[src/rtl/dot_product_engine_if.sv]
// Load, start and result bundle for dot_product_engine.
// The bench/host drives through master; the engine sits on slave.
interface dot_product_engine_if #(
    parameter int Addr_Width     = 4,
    parameter int Para_Deg       = 2,
    parameter int Data_Width_In  = 8,
    parameter int Data_Width_Out = 16
);
    logic                              load_valid;
    logic [Addr_Width-1:0]             load_addr;
    logic [Para_Deg*Data_Width_In-1:0] load_a;
    logic [Para_Deg*Data_Width_In-1:0] load_b;
    logic                              start;
    logic [Addr_Width:0]               vec_len;
    logic                              signed_mode;
    logic                              acc_mode;
    logic [Data_Width_Out-1:0]         acc_init;
    logic                              busy;
    logic                              done;
    logic [Data_Width_Out-1:0]         result;
    logic                              overflow;

    modport master (
        output load_valid, load_addr, load_a, load_b,
        output start, vec_len, signed_mode, acc_mode, acc_init,
        input  busy, done, result, overflow
    );

    modport slave (
        input  load_valid, load_addr, load_a, load_b,
        input  start, vec_len, signed_mode, acc_mode, acc_init,
        output busy, done, result, overflow
    );
endinterface

[src/rtl/dot_product_engine.sv]
// Banked-SRAM dot-product engine: read, lane multiply, adder tree, accumulate.
// Operand words are loaded while idle; a start streams len words through the pipeline.
module dot_product_engine #(
    parameter int Addr_Width     = 4,
    parameter int Para_Deg       = 2,
    parameter int Data_Width_In  = 8,
    parameter int Data_Width_Out = 16
) (
    input  logic                 clk,
    input  logic                 reset_n,
    dot_product_engine_if.slave  bus
);
    localparam int RAM_DEPTH = 1 << Addr_Width;
    localparam int LW        = Para_Deg * Data_Width_In;
    localparam int PW        = 2 * Data_Width_In;
    localparam int SW        = Data_Width_Out + 1;
    localparam int TW        = Data_Width_Out + 2;
    localparam logic [Addr_Width:0] DEPTH_L = (Addr_Width + 1)'(RAM_DEPTH);
    localparam logic [Addr_Width:0] ONE_L   = (Addr_Width + 1)'(1);

    typedef enum logic [1:0] {
        IDLE  = 2'd0,
        RUN   = 2'd1,
        DRAIN = 2'd2,
        FIN   = 2'd3
    } state_t;

    state_t                     state_r;
    logic [LW-1:0]              mem_a_r [RAM_DEPTH];
    logic [LW-1:0]              mem_b_r [RAM_DEPTH];
    logic [Addr_Width:0]        len_r, addr_cnt_r, len_clamp_s;
    logic                       sm_r, accept_s;
    logic                       s1_v_r, s2_v_r, s3_v_r;
    logic [LW-1:0]              s1_a_r, s1_b_r;
    logic [Para_Deg*PW-1:0]     prod_s, s2_prod_r;
    logic [SW-1:0]              sum_s, s3_sum_r;
    logic [Data_Width_Out-1:0]  acc_r, seed_s;
    logic [TW-1:0]              total_s;
    logic                       ov_step_s, ov_run_r;

    // Lane product modulo 2^PW; sign bits only injected in signed mode.
    function automatic logic [PW-1:0] lane_mul(input logic [Data_Width_In-1:0] a,
                                               input logic [Data_Width_In-1:0] b,
                                               input logic                     sm);
        logic signed [PW-1:0] ea;
        logic signed [PW-1:0] eb;
        logic signed [PW-1:0] p;
        ea = PW'($signed({sm & a[Data_Width_In-1], a}));
        eb = PW'($signed({sm & b[Data_Width_In-1], b}));
        p  = ea * eb;
        return $unsigned(p);
    endfunction

    function automatic logic [SW-1:0] widen(input logic [PW-1:0] p, input logic sm);
        return sm ? SW'($signed(p)) : SW'(p);
    endfunction

    assign accept_s    = (state_r == IDLE) && bus.start;
    assign seed_s      = bus.acc_mode ? bus.acc_init : {Data_Width_Out{1'b0}};
    assign len_clamp_s = (bus.vec_len > DEPTH_L) ? DEPTH_L : bus.vec_len;

    // Lane products, adder tree and overflow detection for the accumulate step.
    always_comb begin
        prod_s = '0;
        sum_s  = '0;
        for (int k = 0; k < Para_Deg; k++) begin
            prod_s[k*PW +: PW] = lane_mul(s1_a_r[k*Data_Width_In +: Data_Width_In],
                                          s1_b_r[k*Data_Width_In +: Data_Width_In], sm_r);
            sum_s = sum_s + widen(s2_prod_r[k*PW +: PW], sm_r);
        end
        // Signed: in range iff the top three bits agree; unsigned: nothing above W bits.
        if (sm_r) begin
            total_s   = TW'($signed(acc_r)) + TW'($signed(s3_sum_r));
            ov_step_s = (total_s[TW-1:TW-3] != 3'b000) && (total_s[TW-1:TW-3] != 3'b111);
        end else begin
            total_s   = {2'b00, acc_r} + {1'b0, s3_sum_r};
            ov_step_s = |total_s[TW-1:Data_Width_Out];
        end
    end

    // Operand SRAM banks: writable only while idle, never cleared by reset.
    always_ff @(posedge clk) begin
        if (bus.load_valid && (state_r == IDLE)) begin
            mem_a_r[bus.load_addr] <= bus.load_a;
            mem_b_r[bus.load_addr] <= bus.load_b;
        end
    end

    // Datapath pipeline: SRAM read, multiply, tree sum, accumulate.
    always_ff @(posedge clk or negedge reset_n) begin
        if (!reset_n) begin
            s1_v_r    <= 1'b0;
            s2_v_r    <= 1'b0;
            s3_v_r    <= 1'b0;
            s1_a_r    <= '0;
            s1_b_r    <= '0;
            s2_prod_r <= '0;
            s3_sum_r  <= '0;
            acc_r     <= '0;
            ov_run_r  <= 1'b0;
            sm_r      <= 1'b0;
        end else begin
            s1_v_r <= (state_r == RUN);
            if (state_r == RUN) begin
                s1_a_r <= mem_a_r[addr_cnt_r[Addr_Width-1:0]];
                s1_b_r <= mem_b_r[addr_cnt_r[Addr_Width-1:0]];
            end
            s2_v_r <= s1_v_r;
            if (s1_v_r) s2_prod_r <= prod_s;
            s3_v_r <= s2_v_r;
            if (s2_v_r) s3_sum_r <= sum_s;
            if (accept_s) begin
                acc_r    <= seed_s;
                ov_run_r <= 1'b0;
                sm_r     <= bus.signed_mode;
            end else if (s3_v_r) begin
                acc_r    <= total_s[Data_Width_Out-1:0];
                ov_run_r <= ov_run_r | ov_step_s;
            end
        end
    end

    // Control FSM with registered handshake and result outputs.
    always_ff @(posedge clk or negedge reset_n) begin
        if (!reset_n) begin
            state_r      <= IDLE;
            len_r        <= '0;
            addr_cnt_r   <= '0;
            bus.busy     <= 1'b0;
            bus.done     <= 1'b0;
            bus.result   <= '0;
            bus.overflow <= 1'b0;
        end else begin
            bus.done <= 1'b0;
            case (state_r)
                IDLE: begin
                    if (bus.start) begin
                        len_r        <= len_clamp_s;
                        addr_cnt_r   <= '0;
                        bus.overflow <= 1'b0;
                        if (len_clamp_s == '0) begin
                            state_r    <= FIN;
                            bus.done   <= 1'b1;
                            bus.result <= seed_s;
                        end else begin
                            state_r  <= RUN;
                            bus.busy <= 1'b1;
                        end
                    end
                end
                RUN: begin
                    addr_cnt_r <= addr_cnt_r + ONE_L;
                    if (addr_cnt_r == len_r - ONE_L) state_r <= DRAIN;
                end
                DRAIN: begin
                    if (!(s1_v_r || s2_v_r || s3_v_r)) begin
                        state_r      <= FIN;
                        bus.busy     <= 1'b0;
                        bus.done     <= 1'b1;
                        bus.result   <= acc_r;
                        bus.overflow <= ov_run_r;
                    end
                end
                FIN: begin
                    state_r <= IDLE;
                end
                default: begin
                    state_r  <= IDLE;
                    bus.busy <= 1'b0;
                end
            endcase
        end
    end
endmodule

[src/flat_wrapper.sv]
// flat-port wrapper written by rule: the top's interface ports become plain ports
module dot_product_engine_flat 
#(
    parameter int Addr_Width     = 4,
    parameter int Para_Deg       = 2,
    parameter int Data_Width_In  = 8,
    parameter int Data_Width_Out = 16
)
  (clk, reset_n, bus_load_valid, bus_load_addr, bus_load_a, bus_load_b, bus_start, bus_vec_len, bus_signed_mode, bus_acc_mode, bus_acc_init, bus_busy, bus_done, bus_result, bus_overflow);
  dot_product_engine_if #(.Addr_Width(Addr_Width), .Para_Deg(Para_Deg), .Data_Width_In(Data_Width_In), .Data_Width_Out(Data_Width_Out)) bus_i ();
  input  logic clk;
  input  logic reset_n;
  input wire logic [$bits(bus_i.load_valid)-1:0] bus_load_valid;
  input wire logic [$bits(bus_i.load_addr)-1:0] bus_load_addr;
  input wire logic [$bits(bus_i.load_a)-1:0] bus_load_a;
  input wire logic [$bits(bus_i.load_b)-1:0] bus_load_b;
  input wire logic [$bits(bus_i.start)-1:0] bus_start;
  input wire logic [$bits(bus_i.vec_len)-1:0] bus_vec_len;
  input wire logic [$bits(bus_i.signed_mode)-1:0] bus_signed_mode;
  input wire logic [$bits(bus_i.acc_mode)-1:0] bus_acc_mode;
  input wire logic [$bits(bus_i.acc_init)-1:0] bus_acc_init;
  output wire logic [$bits(bus_i.busy)-1:0] bus_busy;
  output wire logic [$bits(bus_i.done)-1:0] bus_done;
  output wire logic [$bits(bus_i.result)-1:0] bus_result;
  output wire logic [$bits(bus_i.overflow)-1:0] bus_overflow;
  assign bus_i.load_valid = bus_load_valid;
  assign bus_i.load_addr = bus_load_addr;
  assign bus_i.load_a = bus_load_a;
  assign bus_i.load_b = bus_load_b;
  assign bus_i.start = bus_start;
  assign bus_i.vec_len = bus_vec_len;
  assign bus_i.signed_mode = bus_signed_mode;
  assign bus_i.acc_mode = bus_acc_mode;
  assign bus_i.acc_init = bus_acc_init;
  assign bus_busy = bus_i.busy;
  assign bus_done = bus_i.done;
  assign bus_result = bus_i.result;
  assign bus_overflow = bus_i.overflow;
  dot_product_engine #(.Addr_Width(Addr_Width), .Para_Deg(Para_Deg), .Data_Width_In(Data_Width_In), .Data_Width_Out(Data_Width_Out)) u_core (.clk(clk), .reset_n(reset_n), .bus(bus_i));
endmodule
[config.mk]
export PLATFORM = sky130hd
export DESIGN_NAME = dot_product_engine_flat
export DESIGN_NICKNAME = d
export VERILOG_FILES = /design/src/rtl/dot_product_engine_if.sv /design/src/rtl/dot_product_engine.sv /design/src/flat_wrapper.sv
export SDC_FILE = /design/constraint.sdc
export NUM_CORES = 1
export LEC_CHECK = 0
export CORE_MARGIN = 2
export CORE_UTILIZATION = 60
export DETAILED_ROUTE_END_ITERATION = 12
export PLACE_DENSITY = 0.77
export RECOVER_POWER = 50
export SLEW_MARGIN = 20
export SYNTH_ARGS = -nofsm -noshare
export SYNTH_HDL_FRONTEND = slang
export SYNTH_SLANG_ARGS = --single-unit
[constraint.sdc]
create_clock -name clk -period 7 [get_ports clk]
set_clock_uncertainty 0.1 [all_clocks]
set_input_delay 1.4 -clock clk [delete_from_list [all_inputs] [get_ports clk]]
set_output_delay 1.4 -clock clk [all_outputs]
set_load 0.02 [all_outputs]
## Yosys cells after proc, flatten, opt, wreduce, memory -nomap -nowiden

Memory sizes are Yosys's and may differ from the RTL's. A register that Yosys moved wholly into a read port is not among the register bits.
Index checks and enable logic that the tools add are counted.

| operators by class | value |
|---|---|
| $add $sub $neg | 5 |
| multiply operators | 2 |
| $lt $le $gt $ge | 1 |
| equal/unequal tests | 10 |
| mux-type cells | 34 |
| bitwise gates (word level) | 5 |
| reductions and logical operators | 20 |

Operator list:

| operator | number |
|---|---|
| two-way mux 16 bit | 7 |
| adder 16 x 17 -> 18 bit | 2 |
| two-way mux 17 bit | 2 |
| multiplier 9 x 9 -> 16 bit | 2 |
| one-hot mux 16 bit (2 select lines) | 1 |
| adder 17 bit | 1 |
| two-way mux 1 bit | 13 |
| two-way mux 5 bit | 2 |
| != test 2 bit, second input constant | 5 |
| one-hot mux 5 bit (2 select lines) | 1 |
| two-way mux 2 bit | 4 |
| one-hot mux 2 bit (4 select lines) | 1 |
| AND reduction 4 bit | 2 |
| one-hot mux 1 bit (2 select lines) | 3 |
| AND reduction 3 bit | 2 |
| nonzero test 2 bit | 3 |
| adder 5 x 1 -> 5 bit, second input constant | 1 |
| == test 5 bit | 1 |
| > comparator 5 bit, second input constant | 1 |
| logical NOT 5 bit | 1 |
| subtractor 5 x 1 -> 5 bit, second input constant | 1 |
| AND 1 bit | 4 |
| == test 2 bit, second input constant | 2 |
| AND reduction 2 bit | 2 |
| other kinds (9) | 13 |

| storage, ports and cells | value |
|---|---|
| register bits | 101 |
| RAM bits | 512 |
| output and inout bits | 19 |
| memories kept | 2 |

Memories:

| memory | words | bits a word | rd ports | clocked after Yosys merged registers in | write ports | line | source |
|---|---|---|---|---|---|---|---|
| u_core.mem_a_r | 16 | 16 | 1 | 1 | 1 | dot_product_engine.sv:29 | `logic [LW-1:0] mem_a_r [RAM_DEPTH];` |
| u_core.mem_b_r | 16 | 16 | 1 | 1 | 1 | dot_product_engine.sv:30 | `logic [LW-1:0] mem_b_r [RAM_DEPTH];` |

## Logic depth before layout (Yosys ltp)

| logic depth | value |
|---|---|
| depth in word-level cells | 7 |
| gate-level depth with buffers | 21 |
| mapped depth without buffers | 20 |

## Worst setup path after synthesis

Ideal clock, no wire load.

| timing | value |
|---|---|
| kind | register -> register |
| start | register u_core.sm_r |
| end | register u_core.s2_prod_r[15] |
| arrival | 5.038 ns |
| setup slack | 1.730 ns |
| stages on the path, launching flop included | 20 |
| path buffers | 1 |
| cell sequence | dfrtp_1 > clkbuf_1 > nand2_1 > or2_2 > fa_1 > fa_1 > inv_1 > fa_1 > fa_1 > inv_1 > fa_1 > inv_1 > ha_1 > o21ai_1 > a21boi_1 > o21ai_1 > a21boi_1 > o2111a_1 > nor3_1 > or3b_1 |

| between the ends | value |
|---|---|
| longest elaborated chain between the ends | 2 |
| elaborated cells on any way between the ends | 3 |
| those cells by class | 1 x mul; 2 x bitwise |

RTL lines:

| what | line | source |
|---|---|---|
| start: declaration | dot_product_engine.sv:32 | `logic sm_r, accept_s;` |
| start signal: assignment | dot_product_engine.sv:115 | `sm_r <= bus.signed_mode;` |
| AND 1 bit (on tied branches) | dot_product_engine.sv:48, dot_product_engine.sv:49 |  |
| multiplier 9 x 9 -> 16 bit * | dot_product_engine.sv:50 | `p = ea * eb;` |
| end signal: assignment | dot_product_engine.sv:109 | `if (s1_v_r) s2_prod_r <= prod_s;` |
| end: declaration | dot_product_engine.sv:35 | `logic [Para_Deg*PW-1:0] prod_s, s2_prod_r;` |

Every way passes the cells marked *; elsewhere a longest branch is shown, timed or not.
A chain may end at the register's enable or synchronous reset.

## Final worst setup path

Same ends and word-level chain as after synthesis.

==> flow_metrics.env <==
export IMPL_grt_total_usage_pct=25.9
export IMPL_synth_warnings=0
export IMPL_die_h_um=235
export IMPL_path_cells="nand2_1 -> or2_2 -> fa_1 -> fa_1 -> inv_1 -> fa_1 -> fa_1 -> inv_1 -> fa_1 -> inv_1 -> ha_1 -> o21ai_1 -> a21boi_1 -> o21ai_1 -> a21boi_1 -> o2111a_1 -> nor3_1 -> or3b_1"
export IMPL_num_rows=84
export IMPL_core_sq_mm=0.0527
export IMPL_start_util_pct=60.7
export IMPL_ys_ff_latch=645
export IMPL_finalCritPeriodShare_pct=83.8
export IMPL_slowest_delay_ns=0.76
export IMPL_end_kind="register"
export IMPL_ant_nets=0
export IMPL_insertion_delay_ns=0.60
export IMPL_die_area_sq_mm=0.0551
export IMPL_cp_arrival_ns=6.25
export IMPL_crit_start="u_core.sm_r$_DFFE_PN0P_"
export IMPL_slew_headroom_pct=-103
export IMPL_ctsLongestPathBuffers=3
export IMPL_synth_cell_type_count=76
export IMPL_io_pins=82
export IMPL_path_delay_family="adder cells"
export IMPL_nNetsFinal=2459
export IMPL_synth_async_reset_ratio_pct=20.6
export IMPL_antenna_found_initial=4
export IMPL_cp_required_ns=7.39
export IMPL_use_met3_pct=4.11
export IMPL_wl_per_cell_um=24.1
export IMPL_setup_worst_path_class="reg2reg"
export IMPL_gr_total_overflow=0
export IMPL_cts_sinks=645
export IMPL_path_max_fanout=15
export IMPL_synth_nets=2376
export IMPL_post_place_ws_ns=1.17
export IMPL_layout_drive_gt1_share_pct=17.4
export IMPL_gp_congestion=0.859
export IMPL_rr_endpoint="u_core.s2_prod_r[15]$_DFFE_PN0P_"
export IMPL_holdBufCountCts=0
export IMPL_cts_buffers=69
export IMPL_synth_ff_type="edfxtp_1"
export IMPL_drc=0
export IMPL_synth_area_leaders="edfxtp_1, mux4_2, dfrtp_1, fa_1, ha_1"
export IMPL_setup_violations=0
export IMPL_cts_tree="done"
export IMPL_wirelength_um=69900
export IMPL_gr_usage_met2_pct=42.9
export IMPL_rsz0062_at_grt="no"
export IMPL_status="finished with violations"
export IMPL_violations="max-capacitance violations, max-slew violations"
export IMPL_slowest_stage="dfrtp_1"
export IMPL_cp_num_buf_inv=3
export IMPL_max_cap_violations=4
export IMPL_post_cts_resized=0
export IMPL_clk_pin_slew_ns=0.06
export IMPL_synth_area_leader_cell="edfxtp_1"
export IMPL_r2r_start="u_core.sm_r$_DFFE_PN0P_"
export IMPL_cp_depth=18
export IMPL_placed_cells=2781
export IMPL_io_buffers=81
export IMPL_tightest_slew_ns=3.04
export IMPL_fin_setup_tns_ns=0
export IMPL_grt_pass1_wl_um=109000
export IMPL_grt_max_degree=109
export IMPL_cts_root_buffer="clkbuf_16"
export IMPL_fmax_mhz=171
export IMPL_hold_class="reg2reg"
export IMPL_layout_setup_ws_ns=1.14
export IMPL_reg2reg_setup_slack_ns=1.14
export IMPL_synthCells=2081
export IMPL_r2r_cells=18
export IMPL_met1_usage_pct=35.2
export IMPL_hold_violations=0
export IMPL_final_core_util_pct=68.0
export IMPL_postSynthAreaPerCell_sq_um=15.4
export IMPL_ys_seq_area_share_pct=58.5
export IMPL_dpl_hpwl_um=40800
export IMPL_viasPerCell=6.13
export IMPL_maxSlewViolCount=221
export IMPL_h_tree_depth=3
export IMPL_fin_cells=2907
export IMPL_die_x_um=235
export IMPL_crit_end="u_core.s2_prod_r[15]$_DFFE_PN0P_"
export IMPL_post_cts_buffers=0
export IMPL_dr_total_vias=17800
export IMPL_fillers=3442
export IMPL_fin_crit_ns=5.86
export IMPL_seq_area_sq_mm=0.0187
export IMPL_grt_busiest_layer="met2"
export IMPL_dr_pass1_iters=5
export IMPL_grt_pass1_vias=18900
export IMPL_crit_top_cell="fa_1"
export IMPL_syn2layout_area_growth_pct=12.0
export IMPL_critPathLaunchType="register"
export IMPL_multi_input_area_sq_mm=0.0123
export IMPL_synth_edf_count=512
export IMPL_drtIter0Drc=1594
export IMPL_synth_area_sq_mm=0.0320
export IMPL_worstHoldPathCells=2
export IMPL_synth_top_area_share_pct=48.1
==> cell type report <==
type | count | share of cell area (%)
antenna | 1 | 0.00699
clock buffer | 85 | 5.28
clock inverter | 40 | 0.989
inverter | 178 | 1.87
multi-input combinational | 1163 | 34.4
sequential | 645 | 52.3
tap | 688 | 2.40
timing repair buffer | 107 | 2.80
==> tightest hold or removal path, delay by kind of cell, from the launching register on <==
| kind | cells | cell delay [ns] |
|---|---|---|
| AOI/OAI and AO/OA | 1 | 0.06 |
| DFF | 1 | 0.35 |
| and+or+nand+nor | 1 | 0.05 |
==> worst min path at each step <==
stage | start | to
after floorplan | u_core.s1_v_r$_DFF_PN0_ | u_core.s2_v_r$_DFF_PN0_
after global placement | u_core.bus.result[9]$_DFFE_PN0P_ | u_core.bus.result[9]$_DFFE_PN0P_
after detailed placement | u_core.bus.result[13]$_DFFE_PN0P_ | u_core.bus.result[13]$_DFFE_PN0P_
after CTS | u_core.bus.result[13]$_DFFE_PN0P_ | u_core.bus.result[13]$_DFFE_PN0P_
after global routing | u_core.bus.result[12]$_DFFE_PN0P_ | u_core.bus.result[12]$_DFFE_PN0P_
final | u_core.bus.result[1]$_DFFE_PN0P_ | u_core.bus.result[1]$_DFFE_PN0P_
==> cells in the final DEF, fill, tap and decap left out, drive strengths merged, types with 32 or more instances in the layout <==
master and count:
clkdlybuf4s50 48, inv 180, o21ai 70, a21oi 73, nor2 71, dfrtp 133
fa 128, edfxtp 512, xnor2 39, and2 78, ha 104, mux2 64
dlygate4sd3 32, mux4 160, nand2 158, clkbuf 89
==> routing by layer <==
| layer | wire length (um) | vias up |
|---|---|---|
| met3 | 4200 | 144 |
| met2 | 35400 | 627 |
| met1 | 28100 | 9206 |
| met5 | 38 | - |
| met4 | 2210 | 6 |
| li1 | - | 7839 |
==> synthesized netlist by cell type, types with 54 or more instances <==
cell	count
inv_1	177
edfxtp_1	512
nor2_1	70
clkbuf_1	65
o21ai_0	54
ha_1	104
nand2_1	158
dfrtp_1	133
a21oi_1	72
fa_1	128
and2_1	78
mux2_2	63
mux4_2	160
==> stage by stage <==
step                      hold slack (ns)  instance area (sq um)
after floorplan                     0.252                  32000
after global placement              0.367                  33600
after detailed placement            0.382                  33600
after CTS                           0.395                  35800
after global routing                0.416                  35800
final                               0.392                  35800
==> registers in the layout, indices dropped and copies added (netlist names), 2 cells and up <==
name and flops:
u_core.len_r 5, u_core.s2_prod_r 32, u_core.addr_cnt_r 5, u_core.mem_b_r 256, u_core.mem_a_r 256, u_core.state_r 2
u_core.s3_sum_r 17, u_core.s1_a_r 16, u_core.acc_r 16, u_core.bus.result 16, u_core.s1_b_r 16
==> cell families (layout without fill, tap and decap cells) <==
group	after synthesis	after routing	synth area share (%)
AOI/OAI and AO/OA	232	232	4.63
xor gates and xnor gates	50	50	1.37
adders and majority gates	232	232	12.1
buffers and inverters	273	410	3.33
DFF	645	645	58.5
muxes	234	234	13.8
other	0	1	0
and+or+nand+nor	415	415	6.24
Power is left out: the tool's default activity adds up to more than one toggle a clock period on the data nets, which glitch-free logic cannot reach.
